`src/rtl/cpu_controller.sv`:
```
// Multi-cycle control FSM for a 16-bit CR16-style datapath.
// Fetch and load-data waits are sized by MEM_LAT (BRAM read latency, 1..3).
// Optional macro CTRL_ILLEGAL_TRAP_EN: when defined, undefined instructions park
// the FSM in S_HALT until reset; otherwise they retire as a NOP.
module cpu_controller #(
  parameter int MEM_LAT = 1
) (
  input  logic        clk,
  input  logic        reset,
  input  logic [15:0] instr,
  input  logic [1:0]  flags1out,
  input  logic [2:0]  flags2out,
  output logic        MemW1en,
  output logic        MemW2en,
  output logic        RFen,
  output logic        PSRen,
  output logic        PCen,
  output logic        INSTRen,
  output logic        Movm,
  output logic        A1m,
  output logic        setZNL,
  output logic [1:0]  PCm,
  output logic [1:0]  MAm,
  output logic [1:0]  A2m,
  output logic [1:0]  RWm,
  output logic [3:0]  aluOp,
  output logic        halted
);

  localparam logic [1:0] LAT = 2'(MEM_LAT);

  typedef enum logic [3:0] {
    S_FETCH, S_LOADIR, S_DECODE, S_ALU, S_LDADDR,
    S_LDWB, S_STORE, S_JUMP, S_BRANCH, S_HALT
  } state_e;

  typedef enum logic [2:0] {
    K_ALU, K_LUI, K_LOAD, K_STOR, K_JAL, K_JCOND, K_BCOND, K_ILL
  } kind_e;

  state_e     state_q, state_d;
  logic [1:0] cnt_q, cnt_d;

  wire [3:0] op   = instr[15:12];
  wire [3:0] cond = instr[11:8];
  wire [3:0] ext  = instr[7:4];
  wire       unused_rtgt = ^instr[3:0];

  wire fC = flags1out[1];
  wire fF = flags1out[0];
  wire fZ = flags2out[2];
  wire fN = flags2out[1];
  wire fL = flags2out[0];

  kind_e      kind;
  logic [3:0] dec_alu;
  logic [1:0] dec_a2m;
  logic       dec_wr, dec_mov, dec_psr, dec_znl;
  logic [3:0] code;
  logic       taken;

  // Branch/jump condition, evaluated from live flags during the exec cycle.
  always_comb begin
    taken = 1'b0;
    case (cond)
      4'h0: taken = fZ;
      4'h1: taken = !fZ;
      4'h2: taken = fC;
      4'h3: taken = !fC;
      4'h4: taken = fL;
      4'h5: taken = !fL;
      4'h6: taken = fN;
      4'h7: taken = !fN;
      4'h8: taken = fF;
      4'h9: taken = !fF;
      4'hA: taken = !fL && !fZ;
      4'hB: taken = fL || fZ;
      4'hC: taken = !fN && !fZ;
      4'hD: taken = fN || fZ;
      4'hE: taken = 1'b1;
      default: taken = 1'b0;
    endcase
  end

  // Instruction decode: class plus the ALU-form controls. Reg-reg forms carry
  // the operation in ext; immediate forms carry the same code in the opcode.
  always_comb begin
    kind    = K_ILL;
    dec_alu = 4'd0;
    dec_a2m = 2'd0;
    dec_wr  = 1'b1;
    dec_mov = 1'b1;
    dec_psr = 1'b0;
    dec_znl = 1'b0;
    code    = (op == 4'h0) ? ext : op;
    if (op inside {4'h0, 4'h1, 4'h2, 4'h3, 4'h5, 4'h9, 4'hB, 4'hD}) begin
      dec_a2m = (op == 4'h0) ? 2'd0 : 2'd2;
      kind    = K_ALU;
      case (code)
        4'h5: begin dec_alu = 4'd0; dec_psr = 1'b1; end
        4'h9: begin dec_alu = 4'd1; dec_psr = 1'b1; end
        4'h1: dec_alu = 4'd2;
        4'h2: dec_alu = 4'd3;
        4'h3: dec_alu = 4'd4;
        4'hB: begin dec_alu = 4'd5; dec_psr = 1'b1; dec_znl = 1'b1; dec_wr = 1'b0; end
        4'hD: begin dec_alu = 4'd7; dec_mov = 1'b0; end
        default: kind = K_ILL;
      endcase
    end else begin
      case (op)
        4'h8: begin
          dec_alu = 4'd6;
          if (ext == 4'b0100) kind = K_ALU;
          else if (ext[3:1] == 3'b000) begin kind = K_ALU; dec_a2m = 2'd1; end
        end
        4'h4: begin
          case (ext)
            4'b0000: kind = K_LOAD;
            4'b0100: kind = K_STOR;
            4'b1000: kind = K_JAL;
            4'b1100: kind = K_JCOND;
            default: kind = K_ILL;
          endcase
        end
        4'hC:    kind = K_BCOND;
        4'hF:    kind = K_LUI;
        default: kind = K_ILL;
      endcase
    end
  end

  // State and wait-counter registers; reset lands in a fresh fetch.
  always_ff @(posedge clk or posedge reset) begin
    if (reset) begin
      state_q <= S_FETCH;
      cnt_q   <= LAT;
    end else begin
      state_q <= state_d;
      cnt_q   <= cnt_d;
    end
  end

  // Next state and Moore outputs; everything defaults low.
  always_comb begin
    state_d = state_q;
    cnt_d   = cnt_q;
    MemW1en = 1'b0;
    MemW2en = 1'b0;
    RFen    = 1'b0;
    PSRen   = 1'b0;
    PCen    = 1'b0;
    INSTRen = 1'b0;
    Movm    = 1'b0;
    A1m     = 1'b0;
    setZNL  = 1'b0;
    PCm     = 2'd0;
    MAm     = 2'd0;
    A2m     = 2'd0;
    RWm     = 2'd0;
    aluOp   = 4'd0;
    halted  = 1'b0;
    case (state_q)
      S_FETCH: begin
        if (cnt_q <= 2'd1) state_d = S_LOADIR;
        else cnt_d = cnt_q - 2'd1;
      end
      S_LOADIR: begin
        INSTRen = 1'b1;
        state_d = S_DECODE;
      end
      S_DECODE: begin
        case (kind)
          K_ALU, K_LUI:    state_d = S_ALU;
          K_LOAD:          begin state_d = S_LDADDR; cnt_d = LAT; end
          K_STOR:          state_d = S_STORE;
          K_JAL, K_JCOND:  state_d = S_JUMP;
          K_BCOND:         state_d = S_BRANCH;
`ifdef CTRL_ILLEGAL_TRAP_EN
          default:         state_d = S_HALT;
`else
          default:         state_d = S_ALU;
`endif
        endcase
      end
      S_ALU: begin
        PCen = 1'b1;
        if (kind == K_ALU) begin
          RWm    = 2'd2;
          Movm   = dec_mov;
          RFen   = dec_wr;
          PSRen  = dec_psr;
          setZNL = dec_znl;
          aluOp  = dec_alu;
          A2m    = dec_a2m;
        end else if (kind == K_LUI) begin
          RWm  = 2'd3;
          RFen = 1'b1;
        end
        state_d = S_FETCH;
        cnt_d   = LAT;
      end
      S_LDADDR: begin
        MAm = 2'd1;
        if (cnt_q <= 2'd1) state_d = S_LDWB;
        else cnt_d = cnt_q - 2'd1;
      end
      S_LDWB: begin
        MAm     = 2'd1;
        RFen    = 1'b1;
        PCen    = 1'b1;
        state_d = S_FETCH;
        cnt_d   = LAT;
      end
      S_STORE: begin
        MAm     = 2'd1;
        MemW1en = 1'b1;
        PCen    = 1'b1;
        state_d = S_FETCH;
        cnt_d   = LAT;
      end
      S_JUMP: begin
        PCen = 1'b1;
        if (kind == K_JAL) begin
          RWm  = 2'd1;
          RFen = 1'b1;
          PCm  = 2'd1;
        end else begin
          PCm = taken ? 2'd1 : 2'd0;
        end
        state_d = S_FETCH;
        cnt_d   = LAT;
      end
      S_BRANCH: begin
        PCen    = 1'b1;
        A1m     = 1'b1;
        A2m     = 2'd2;
        PCm     = taken ? 2'd2 : 2'd0;
        state_d = S_FETCH;
        cnt_d   = LAT;
      end
`ifdef CTRL_ILLEGAL_TRAP_EN
      S_HALT: begin
        halted = 1'b1;
      end
`endif
      default: begin
        state_d = S_FETCH;
        cnt_d   = LAT;
      end
    endcase
  end

endmodule

```
`config.mk`:
```
export PLATFORM = sky130hd
export DESIGN_NAME = cpu_controller
export DESIGN_NICKNAME = d
export VERILOG_FILES = /design/src/rtl/cpu_controller.sv
export SDC_FILE = /design/constraint.sdc
export NUM_CORES = 1
export LEC_CHECK = 0
export BUFFER_PORTS_ARGS = -buffer_cell sky130_fd_sc_hd__buf_2
export CAP_MARGIN = 20
export CORE_UTILIZATION = 53
export CTS_CLUSTER_SIZE = 16
export DETAILED_ROUTE_END_ITERATION = 16
export PLACE_DENSITY_LB_ADDON = 0.08
export SLEW_MARGIN = 20
export SYNTH_ARGS = -nofsm -noshare
export SYNTH_HDL_FRONTEND = slang
export SYNTH_SLANG_ARGS = --single-unit
```
`constraint.sdc`:
```
create_clock -name clk -period 6.2 [get_ports clk]
set_input_delay 1.55 -clock clk [delete_from_list [all_inputs] [get_ports clk]]
set_output_delay 1.55 -clock clk [all_outputs]
set_load 0.005 [all_outputs]
```
### Word-level counts from Yosys, hierarchy flattened

Cells that the tools add are included.

* bits in registers: 6
* bits of input ports: 23
* output and inout port bits: 22
* logic and storage cells: 140

* add/subtract/negate cells: 1
* magnitude comparators: 1
* eq/ne operators: 53
* muxes and demuxes: 58
* bitwise gates (word level): 1
* reduce and logical (&&, ||, !) cells: 24

Operator list (number)
* $eq 4x4->1 const B: 19
* $eq 4x3->1 const B: 12
* $eq 4x2->1 const B: 8
* $pmux 4 s4: 2
* $mux 1: 28
* $mux 4: 6
* $pmux 3 s4: 2
* $pmux 3 s6: 1
* $eq 4x1->1 const B: 4
* $logic_not 4->1: 4
* $mux 2: 8
* $mux 3: 5
* $pmux 1 s15: 1
* $pmux 2 s2: 3
* $eq 3x3->1 const B: 3
* $ne 2x2->1 const B: 4
* $reduce_bool 8->1: 1
* $reduce_or 7->1: 1
* $eq 3x2->1 const B: 2
* $logic_not 3->1: 2
* $pmux 2 s3: 1
* $reduce_or 3->1: 2
* $logic_not 1->1: 5
* $reduce_or 5->1: 1
* other kinds (10): 13

### Logic depth before layout (Yosys ltp)

* depth after elaboration: 10
* depth in mapped cells: 7
* depth with buffers taken out: 7

### Worst setup path before layout

Ideal clock, no wire load.

* kind: input -> output
* start: in instr[5]
* end: out RFen
* data arrival time: 2.741 ns
* data required time: 4.650 ns
* setup slack: 1.909 ns
* cell stages on the path: 6
* buffers on the path: 1
* cells stage by stage: buf_6 or4b_1 o211ai_2 nand2_1 a32oi_1 o221ai_1

* cells in the longest elaborated chain, start to end: 9
* elaborated cells on any way between the ends: 29
* classes of those cells: 12 x eq/ne; 13 x mux; 4 x reduce/logical

RTL lines
* from (decl): line 10 `input logic [15:0] instr,`
* $mux 4 / $logic_not 3->1 (equally long branches): line 95, 114
* $eq 4x4->1 (tied with other cells): line 99 `case (code)`
* $reduce_or 7->1 (no line) / $mux 3 (equally long branches)
* $mux 3 / $pmux 3 s4 (equally long branches): line 99, 110
* $mux 3: line 96 `if (op inside {4'h0, 4'h1, 4'h2, 4'h3, 4'h5, 4'h9, 4'hB, 4'hD}) begin`
* $eq 3x1->1: line 195 `end else if (kind == K_LUI) begin`
* $mux 1: line 195
* $mux 1: line 187 `if (kind == K_ALU) begin`
* $pmux 1 s3 *: line 162 `case (state_q)`
* to (decl): line 15 `output logic RFen,`

Every way passes the cells marked *; elsewhere a longest branch is shown, timed or not.

### Final worst setup path

Ends and elaborated chain as after synthesis.

==> results.toml <==
[run_status]
status = "finished clean"

[global_route]
grt_usage_pct = 25.8
grt.overflow.total = 0
grt_pass1_wl_mm = 5.07
grt_max_degree = 13
antenna_found_initial = 0
first_global_vias = 1240

[setup_path]
endpoint_kind = "primary output"
crit_top_cell = "buf_2"
worstSetupPathType = "primary input to primary output"
worstPathMaxFanout = 9
path_cells = "buf_2 -> or4b_1 -> o211ai_2 -> nand2_1 -> a32oi_1 -> o221ai_1 -> buf_2"
worst_path_largest_cell_delay_ns = 0.54
worstReg2RegStart = "state_q[1]"
cp_slowest_cell = "or4b_1"
critPathLaunchType = "primary input"
arrival_ns = 3.07
critPathLaunch = "instr[5]"
worst_ep_required_time_ns = 4.65

[timing]
max_freq_mhz = 217
hold_viol_final = 0
tightest_slew_ns = 0.650
fin_skew_ns = 0.00471
rsz0062_at_grt = "no"
finalCritPeriodShare_pct = 74.5
finalCriticalPeriod_ns = 4.62
slew-limit-headroom_pct = 56.5
setup_viol_count_final = 0
finalSetupTns_ns = 0
slew_violations = 0

[run]
max_cap_viol_count = 0

[yosys]
synth_area_leader_cell = "dfrtp_1"
yosysWarnings = 0
synthTopCellsByArea = "dfrtp_1, nor2_1, a21oi_1"
synth-main-ff-cell = "dfrtp_1"
synth.avg_cell_area_um2 = 7.25
synth_top_area_share_pct = 10.6
syn_area_um2 = 1180
synth_cell_types = 64
synthArstFlopShare_pct = 100
yosys_register_bits = 6
synthesis.instances = 163
ys_seq_area_share_pct = 12.8
synth_edf_count = 0

[cts]
cts_sinks = 6
path_clk_slew_ns = 0.04
numCtsBuffers = 3
cts_tree = "done"
clk_path_buf_depth = 2
cts_resized = 0
cts_max_level = 1
clk_latency_ns = 0.24
post-cts-setup-buffers = 0
ctsHoldBuffers = 0
root_buffer = "clkbuf_4"

[power]
powerDensity_nw_per_um2 = 196
netSwitchingPower_uw = 124
switching_share_pct = 47.2
intPower_uw = 138
p_leak_nw = 0.650
p_seq_share_pct = 24.8
clock_power_share_pct = 14.2
pwr-share-comb_pct = 60.9
power_uw = 262
ir_drop_mv = 0.174

[detailed_routing]
viasPerCell = 6.10
via_count = 1342
dr.pass1.iters = 4
wire_per_inst_um = 13.6
drtIter0Drc = 46
routed_wl_mm = 2.99
drtAntennaViolNets = 0
drc = 0

[placed_design]
io_buffers = 36
dp_hpwl_mm = 2.39
place_congestion = 0.884
dpl-instance-area_um2 = 1310
dpl.cell_count = 216

[final_layout]
areaGrowthSynthToFinish_pct = 12.7
n_fill_cell = 196
drive_gt1_share_pct = 29.0
fin_cells = 220
antenna_cells = 0
final_cell_area_um2 = 1330
final_nets = 218

[hold_path]
hold_class = "flip-flop to flip-flop"
min_from = "cnt_q[1]"

[floorplanning]
die_h_um = 49.2
ios = 45
die_area_um2 = 2420
chipWidth_um = 49.2
rows = 16
core_um2 = 2020
initial_utilization_pct = 58.5
==> cells in the mapped netlist (2+ instances only) <==
library cell	number
a31oi_1	4
xor2_1	2
dfrtp_1	5
and2b_2	2
inv_1	10
nand2_1	13
nand2b_1	3
o21ai_0	7
nor2b_1	2
a211oi_1	2
nor3_1	7
xnor2_1	2
clkbuf_1	2
or2_2	3
nand3_1	4
nor4b_1	2
a21oi_1	11
and3_1	3
and2_1	3
o21a_1	2
a32oi_1	2
buf_6	2
nand4_1	3
a22oi_1	2
nor3b_1	2
nor2_1	18
nor4_1	2
buf_4	7
==> cell families after synthesis <==
| family | share of synthesized area, % |
|---|---|
| buffers and inverters | 11.7 |
| adder cells (fa/ha/maj) | 1.06 |
| AND/OR/NAND/NOR | 36.2 |
| AO/OA/AOI/OAI | 33.1 |
| flip-flops | 12.8 |
| XOR/XNOR | 2.96 |
| multiplexers | 1.80 |
| other | 0.317 |
==> final timing paths <==
kind                         endpoint  cells after the start  slack [ns]
max                              RFen                      7        1.58
min                          cnt_q[1]                      1        0.55
max reg2reg                  cnt_q[0]                      5        4.60
min reg2reg                  cnt_q[1]                      1        0.55
max in group asynchronous    cnt_q[0]                      2        4.74
min in group asynchronous  state_q[3]                      2        1.20
==> routing by layer <==
metal | up-vias | routed length, um | global-route usage [%] | share of wire [%]
li1 | 671 | - | - | -
met1 | 613 | 1330 | 30.9 | 45
met2 | 51 | 1460 | 45.4 | 49
met3 | 7 | 143 | 2.18 | 4.8
met4 | 0 | 56 | 13.2 | 1.9
met5 | - | 0 | 0 | 0
==> state kept, by name, summed over array words and instances (netlist names) <==
| signal | flops |
|---|---|
| state_q | 4 |
| cnt_q | 2 |
==> layout by cell type, fill, tap and decap left out, drive strengths merged, types with 3 or more instances in the layout <==
cell    instances
o21ai           8
a31oi           5
or2             3
a21oi          11
clkbuf          4
and2            3
nand2b          3
buf            36
nand4           3
and3            3
nand2          13
inv            10
nor2           19
nor3            7
nand3           5
conb            4
dfrtp           5
==> final cells by class <==
type,count,area [um2],share of cell area [%]
multi-input combinational,137,903,67.8
timing repair buffer,36,180,13.5
sequential,6,151,11.4
inverter,10,37.5,2.82
tap,27,33.8,2.54
clock buffer,4,26.3,1.97
==> power groups by stage <==
stage	Clock [mW]	Sequential [mW]	Combinational, mW
floorplan	0	0.0542	0.127
global placement	0	0.0626	0.152
detailed placement	0	0.0646	0.158
CTS	0.0390	0.0641	0.159
global route	0.0418	0.0672	0.178
finish	0.0373	0.0650	0.160
==> through the flow <==
step	setup WS [ns]	hold slack (ns)	utilization, %
final	1.58	0.549	65.9
after global routing	1.46	0.583	65.9
after CTS	1.60	0.550	65.9
after detailed placement	1.60	0.545	64.6
after global placement	1.63	0.541	64.6
after floorplan	1.91	0.503	-
==> critical path: cells and delay by family <==
family	cells	cell delay, ns
AOI/OAI and AO/OA	3	0.52
buffers and inverters	2	0.31
and+or+nand+nor	2	0.68
(Power assumes the default switching activity.)
